### config.mk
export PLATFORM = sky130hd
export DESIGN_NAME = hc595_emu
export DESIGN_NICKNAME = d
export VERILOG_FILES = /design/src/rtl/hc_pkg.sv /design/src/rtl/hc_sync.sv /design/src/rtl/hc595_emu.sv
export SDC_FILE = /design/constraint.sdc
export NUM_CORES = 1
export LEC_CHECK = 0
export CAP_MARGIN = 20
export CORE_ASPECT_RATIO = 1.5
export CORE_UTILIZATION = 40
export CTS_CLUSTER_DIAMETER = 60
export DETAILED_ROUTE_END_ITERATION = 16
export GPL_TIMING_DRIVEN = 0
export PLACE_DENSITY = 0.67
export SLEW_MARGIN = 15
export SYNTH_ARGS = -nofsm -noshare
export SYNTH_HDL_FRONTEND = slang
export SYNTH_SLANG_ARGS = --single-unit
### constraint.sdc
create_clock -name clk -period 4.54 [get_ports clk]
set_input_delay 1.135 -clock clk [delete_from_list [all_inputs] [get_ports clk]]
set_output_delay 1.135 -clock clk [all_outputs]
set_load 0.01 [all_outputs]
### src/rtl/hc_pkg.sv
// hc_pkg: shared constants and helpers for the 74HC595 emulation.
//   HC_DEFAULT_WIDTH : default shift/storage width
//   HC_SYNC_STAGES   : default pin synchroniser depth
//   clog2()          : ceiling log2, usable in constant expressions
package hc_pkg;

    localparam int HC_DEFAULT_WIDTH = 8;
    localparam int HC_SYNC_STAGES   = 2;

    function automatic int clog2(input int v);
        int r;
        int x;
        r = 0;
        x = v - 1;
        while (x > 0) begin
            r++;
            x = x >> 1;
        end
        return r;
    endfunction

endpackage

### src/rtl/hc_sync.sv
// hc_sync: multi-stage flip-flop synchroniser for one asynchronous pin.
//   clk   : system clock
//   rst_n : asynchronous active-low reset, every stage clears to 0
//   d     : asynchronous input
//   q     : synchronised output, STAGES clk cycles behind d
module hc_sync #(
    parameter int STAGES = 2
) (
    input  logic clk,
    input  logic rst_n,
    input  logic d,
    output logic q
);

    logic [STAGES-1:0] chain;

    always_ff @(posedge clk or negedge rst_n) begin
        if (!rst_n) begin
            chain <= '0;
        end else begin
            chain <= {chain[STAGES-2:0], d};
        end
    end

    assign q = chain[STAGES-1];

endmodule

### src/rtl/hc595_emu.sv
// hc595_emu: clock-sampled emulation of a 74HC595 shift/latch register.
//   clk, rst_n  : system clock, asynchronous active-low reset
//   ser, srclk  : serial data and shift clock pins (shift on srclk rise)
//   rclk        : storage clock pin (latch on rclk rise)
//   srclr_n     : shift-register clear pin, active low (storage unaffected)
//   oe_n        : output enable pin, active low
//   q           : parallel outputs, q[0]=QA, optionally inverted
//   q_en        : pad drive enable (1 = drive)
//   qh_s        : cascade output QH'
//   bit_cnt     : shifts since last latch/clear, saturating at WIDTH
//   frame_done  : pulse, latch taken with a full frame shifted in
//   shift_ovf   : pulse, shift taken while bit_cnt was already WIDTH
module hc595_emu
    import hc_pkg::*;
#(
    parameter int WIDTH       = HC_DEFAULT_WIDTH,
    parameter int SYNC_STAGES = HC_SYNC_STAGES,
    parameter bit INVERT_OUT  = 1'b0
) (
    input  logic                        clk,
    input  logic                        rst_n,
    input  logic                        ser,
    input  logic                        srclk,
    input  logic                        rclk,
    input  logic                        srclr_n,
    input  logic                        oe_n,
    output logic [WIDTH-1:0]            q,
    output logic                        q_en,
    output logic                        qh_s,
    output logic [clog2(WIDTH+1)-1:0]   bit_cnt,
    output logic                        frame_done,
    output logic                        shift_ovf
);

    localparam int CW = clog2(WIDTH + 1);

    logic             ser_s;
    logic             srclk_s;
    logic             rclk_s;
    logic             clr_s;
    logic             oe_n_s;
    logic             rdy_s;
    logic             srclk_d;
    logic             rclk_d;
    logic             sr_rise;
    logic             rc_rise;
    logic             cnt_full;
    logic [WIDTH-1:0] shift_reg;
    logic [WIDTH-1:0] storage;
    logic [WIDTH-1:0] shift_nxt;
    logic [CW-1:0]    cnt_nxt;

    // Identical depth on every pin keeps ser aligned with srclk.
    hc_sync #(.STAGES(SYNC_STAGES)) u_sync_ser   (.clk(clk), .rst_n(rst_n), .d(ser),     .q(ser_s));
    hc_sync #(.STAGES(SYNC_STAGES)) u_sync_srclk (.clk(clk), .rst_n(rst_n), .d(srclk),   .q(srclk_s));
    hc_sync #(.STAGES(SYNC_STAGES)) u_sync_rclk  (.clk(clk), .rst_n(rst_n), .d(rclk),    .q(rclk_s));
    hc_sync #(.STAGES(SYNC_STAGES)) u_sync_clr   (.clk(clk), .rst_n(rst_n), .d(srclr_n), .q(clr_s));
    hc_sync #(.STAGES(SYNC_STAGES)) u_sync_oe    (.clk(clk), .rst_n(rst_n), .d(oe_n),    .q(oe_n_s));

    // The oe_n chain resets to 0 (which reads as "enabled"); this chain of
    // constant 1s marks when oe_n_s carries a real pin sample, so q_en stays
    // low through reset and until the chain has filled.
    hc_sync #(.STAGES(SYNC_STAGES)) u_sync_rdy   (.clk(clk), .rst_n(rst_n), .d(1'b1),    .q(rdy_s));

    assign sr_rise  = srclk_s & ~srclk_d;
    assign rc_rise  = rclk_s & ~rclk_d;
    assign cnt_full = (bit_cnt == CW'(WIDTH));

    always_comb begin
        shift_nxt = shift_reg;
        cnt_nxt   = bit_cnt;
        if (!clr_s) begin
            shift_nxt = '0;
            cnt_nxt   = '0;
        end else begin
            if (sr_rise) begin
                shift_nxt = {shift_reg[WIDTH-2:0], ser_s};
            end
            // A latch restarts the frame; a shift in the same cycle is its first bit.
            if (rc_rise) begin
                cnt_nxt = sr_rise ? CW'(1) : '0;
            end else if (sr_rise && !cnt_full) begin
                cnt_nxt = bit_cnt + CW'(1);
            end
        end
    end

    always_ff @(posedge clk or negedge rst_n) begin
        if (!rst_n) begin
            srclk_d    <= 1'b0;
            rclk_d     <= 1'b0;
            shift_reg  <= '0;
            storage    <= '0;
            bit_cnt    <= '0;
            frame_done <= 1'b0;
            shift_ovf  <= 1'b0;
        end else begin
            srclk_d    <= srclk_s;
            rclk_d     <= rclk_s;
            shift_reg  <= shift_nxt;
            bit_cnt    <= cnt_nxt;
            // Storage takes the pre-shift value, so tied clocks lag by one stage.
            if (rc_rise) begin
                storage <= shift_reg;
            end
            frame_done <= rc_rise & cnt_full;
            shift_ovf  <= sr_rise & clr_s & cnt_full;
        end
    end

    assign q    = storage ^ {WIDTH{INVERT_OUT}};
    assign q_en = rdy_s & ~oe_n_s;
    assign qh_s = shift_reg[WIDTH-1];

endmodule

---- Word level (Yosys, flattened, before mapping) ----
Cells that the tools add are included.
word-level totals
  flip-flop bits (word level) ............. 36
  latch bits .............................. 0
  bits in writable memories ............... 0
  memory bits (read-only) ................. 0
  bits of input ports ..................... 7
  output and inout bits ................... 16
  word-level logic and storage cells ...... 34
  memories kept ........................... 0
cells by class
  add/sub/neg operators ................... 1
  multipliers ............................. 0
  div/mod/pow operators ................... 0
  magnitude comparators ................... 0
  equal/unequal tests ..................... 3
  shift-type cells ........................ 0
  multiplexer cells ....................... 6
  bitwise logic cells ..................... 9
  reductions and logical operators ........ 2
operator list
  cell                                                           count
  8-bit 2-to-1 mux                                               2
  4-bit 2-to-1 mux                                               3
  1-bit AND                                                      6
  4-bit by 1-bit adder with 4-bit output, second input constant  1
  4-bit == test, second input constant                           1
  3-bit inequality test, second input constant                   1
  1-bit inverter                                                 3
  2-bit inequality test, second input constant                   1
  1-bit logical AND                                              1
  1-bit logical NOT                                              1
  1-bit 2-to-1 mux                                               1

---- Longest topological paths before layout ----
  word-level depth ........................ 6
  mapped depth ............................ 5
  gate-level depth less buffers ........... 5

---- Cells and area by module ----
Synthesis repeated with hierarchy kept, for this count alone.
second synthesis, totals
  cell total of the unflattened synthesis .. 102
  area, all modules ....................... 1302.5 um^2
by module, submodules not included
  module     times used  cells an instance  area an instance (um^2)  sequential area each (um^2)
  hc595_emu  1           90                 1002.2                   600.6
  hc_sync    6           2                  50.0                     50.0

---- Worst setup path after synthesis ----
Ideal clock, no wire load.
  path type ............................... flip-flop to output port
  from .................................... register u_sync_oe.chain[1]
  to ...................................... output q_en
  data arrival time ....................... 0.525 ns
  slack ................................... 2.880 ns
  cell stages (with the launch flop) ...... 2
  cell sequence ........................... dfrtp_1 > nor2b_1
between the ends
  longest elaborated chain between the ends .. 2
RTL lines
  element                 RTL line          text
  start, declared         hc_sync.sv:15     logic [STAGES-1:0] chain;
  start signal, assigned  hc_sync.sv:21     chain <= {chain[STAGES-2:0], d};
  1-bit inverter          hc595_emu.sv:112  assign q_en = rdy_s & ~oe_n_s;
  1-bit AND               hc595_emu.sv:112
  end, declared           hc595_emu.sv:28   output logic q_en,
Every way passes these cells.

---- Final worst setup path ----
  from .................................... register bit_cnt[2]
  to ...................................... output bit_cnt[2]
RTL lines
  element                 RTL line          text
  start, declared         hc595_emu.sv:30   output logic [clog2(WIDTH+1)-1:0] bit_cnt,
  start signal, assigned  hc595_emu.sv:101  bit_cnt <= cnt_nxt;
No word-level cell between the ends.

==> impl_metrics.sql <==
INSERT INTO impl_metrics (metric_group, metric, value, unit) VALUES
('global_route', 'grt_start_max_net_pins', '37', ''),
('yosys', 'synth_seq_cells', '36', ''),
('sta', 'maxSlewViolCount', '0', ''),
('yosys', 'yosysWarnings', '0', ''),
('clock_network', 'post-cts-setup-buffers', '0', ''),
('finish', 'antennaDiodeCount', '0', ''),
('routing', 'drt-wirelength-per-cell', '11.9', 'um'),
('clock_network', 'cts_tree', 'built', ''),
('finish', 'seq_area', '901', 'um2'),
('critical_path', 'worst_path_max_delay_cell', 'clkdlybuf4s50_1', ''),
('finish', 'synthToLayoutAreaGrowth', '26.3', '%'),
('clock_network', 'htreeDepth', '2', ''),
('clock_network', 'cts_made_buffers', '5', ''),
('pwr', 'power_density', '345', 'nW/um2'),
('yosys', 'postSynthAreaPerCell', '12.8', 'um2'),
('critical_path', 'cp.arrival', '1.27', 'ns'),
('clock_network', 'worst_setup_hold_path_clk_slew', '0.07', 'ns'),
('yosys', 'area_of_the_mapped_netlist', '1300', 'um2'),
('pwr', 'total_leakage_power', '0.000728', 'uW'),
('job', 'maxCapViolCount', '0', ''),
('finish', 'final.fill_count', '298', ''),
('critical_path', 'critPathCapture', 'bit_cnt[2]', ''),
('routing', 'dr.pass1.iters', '4', ''),
('yosys', 'netlist.area_leader.share', '69.1', '%'),
('yosys', 'synthDistinctLibCells', '23', ''),
('floorplan', 'start_util', '41.7', '%'),
('sta', 'slew_headroom', '49.2', '%'),
('critical_path', 'setup.reg_to_reg.worst_slack', '2.94', 'ns'),
('floorplan', 'floorplan.die_area', '3500', 'um2'),
('yosys', 'synth_sequential_area_ratio', '69.1', '%'),
('critical_path', 'worst_r2r_startpoint', 'bit_cnt[0]$_DFFE_PN0P_', ''),
('yosys', 'post_synth_main_area_contributors', 'dfrtp_1, mux2_2, nand2_1', ''),
('critical_path', 'cp_cell_sequence', 'clkdlybuf4s50_1', ''),
('yosys', 'post-synth-top-area-cell', 'dfrtp_1', ''),
('critical_path', 'timing_startpoint_of_the_critical_path', 'bit_cnt[2]$_DFFE_PN0P_', ''),
('critical_path', 'crit_required', '3.40', 'ns'),
('global_route', 'grt_antenna_before_repair', '0', ''),
('finish', 'final_net_count', '140', ''),
('sta', 'layout_min_cycle_time', '2.41', 'ns'),
('routing', 'route.final.wire_length', '2030', 'um'),
('placed_design', 'number_of_port_buffers', '22', ''),
('yosys', 'synth_nets', '111', ''),
('sta', 'fin_worst_skew', '0.00489', 'ns'),
('critical_path', 'timing.critical_path.buf_inv', '1', ''),
('routing', 'drc_errors', '0', ''),
('status', 'outcome', 'finished clean', ''),
('floorplan', 'dieHeight', '71.9', 'um'),
('sta', 'fraction_of_the_cycle_the_final_worst_path_needs', '53.0', '%'),
('critical_path', 'critPathMaxStageDelay', '0.57', 'ns'),
('sta', 'fmax', '416', 'MHz'),
('global_route', 'via_count_of_the_first_global_routing_pass', '832', ''),
('placed_design', 'hpwl', '1440', 'um'),
('critical_path', 'worst-path-max-fanout', '6', ''),
('finish', 'mostFrequentLayoutCell', 'dfrtp_1', ''),
('sta', 'timing.final.hold_violations', '0', ''),
('clock_network', 'cts_root_buf', 'clkbuf_8', ''),
('sta', 'layout_setup_ws', '2.13', 'ns'),
('clock_network', 'post_cts_hold_buffer_count', '0', ''),
('finish', 'ratio_of_cells_with_drive_above_1_in_the_final_layout', '13.0', '%'),
('critical_path', 'worst-path-stages', '1', ''),
('clock_network', 'maximum_clock_path_buffer_count', '2', ''),
('worst_hold_path', 'hold_path_class', 'reg2reg', ''),
('finish', 'layout.cells.most_common_list', 'dfrtp_1, clkdlybuf4s50_1, nand2_1, a21boi_1, mux2_2', ''),
('critical_path', 'cells_on_worst_reg2reg_path', '5', ''),
('yosys', 'postSynthCellCount', '102', ''),
('floorplan', 'die_width', '48.6', 'um'),
('floorplan', 'placeableCoreArea', '3130', 'um2'),
('global_route', 'overflow', '0', ''),
('sta', 'final-setup-viol-count', '0', ''),
('clock_network', 'post_cts.resized_instances', '0', ''),
('finish', 'multi_input_area', '374', 'um2');
metal layers:
layer / global-route usage, % / wire length [um] / up-vias
met2: 24.4 / 1110 / 20
met1: 14.1 / 780 / 429
met3: 4.82 / 80 / 5
met4: 9.15 / 56 / 0
li1: - / - / 395
met5: 0 / 0 / -
cell families after synthesis:
logic type                 Yosys count  synth area share, %
AOI/OAI and AO/OA                   17                 8.54
adders and majority gates            2                 1.92
buffers and inverters                7                 2.21
DFF                                 36                 69.1
muxes                                8                 6.91
other                                1                0.288
and+or+nand+nor                     31                 11.0
worst min-delay path by stage:
stage / to / startpoint / slack [ns]
floorplan: u_sync_clr.chain[1]$_DFF_PN0_ / u_sync_clr.chain[0]$_DFF_PN0_ / 0.33
global placement: u_sync_rdy.chain[1]$_DFF_PN0_ / u_sync_rdy.chain[0]$_DFF_PN0_ / 0.33
detailed placement: u_sync_rdy.chain[1]$_DFF_PN0_ / u_sync_rdy.chain[0]$_DFF_PN0_ / 0.34
CTS: u_sync_rdy.chain[1]$_DFF_PN0_ / u_sync_rdy.chain[0]$_DFF_PN0_ / 0.35
global route: u_sync_srclk.chain[1]$_DFF_PN0_ / u_sync_srclk.chain[0]$_DFF_PN0_ / 0.36
finish: u_sync_rdy.chain[1]$_DFF_PN0_ / u_sync_rdy.chain[0]$_DFF_PN0_ / 0.35
final cells by class:
class                      count  area share [%]
multi-input combinational     59            22.7
clock inverter                 1           0.304
clock buffer                   6            4.41
tap                           40            3.04
timing repair buffer          22            13.1
buffer                         4           0.988
sequential                    36            54.7
inverter                       3           0.760
stage by stage:
step / std cells / total power (uW) / hold WS [ns] / instance area (um2)
after floorplan: 102 / 352 / 0.331 / 1300
after global placement: 164 / 371 / 0.332 / 1570
after detailed placement: 164 / 372 / 0.337 / 1570
after CTS: 171 / 576 / 0.352 / 1650
after global routing: 171 / 597 / 0.364 / 1650
final: 171 / 568 / 0.349 / 1650
power by group:
part           internal, uW  leakage (uW)  switching [uW]
Combinational          14.0      0.000218            17.3
Sequential              329      0.000469            4.10
Clock                   104     0.0000410            99.5
synth_stat cells:
cell / number
a21boi_0: 1
a21boi_1: 8
a21oi_1: 3
and3b_1: 1
buf_2: 1
clkbuf_1: 3
clkinvlp_2: 1
conb_1: 1
dfrtp_1: 36
ha_1: 2
inv_1: 2
mux2_2: 8
nand2_1: 18
nand2b_1: 2
nand3_1: 2
nand3b_1: 1
nor2_1: 3
nor2b_1: 2
o211ai_1: 1
o21ai_0: 3
o22ai_1: 1
or3_1: 1
or4_1: 1
(Power assumes the default switching activity.)
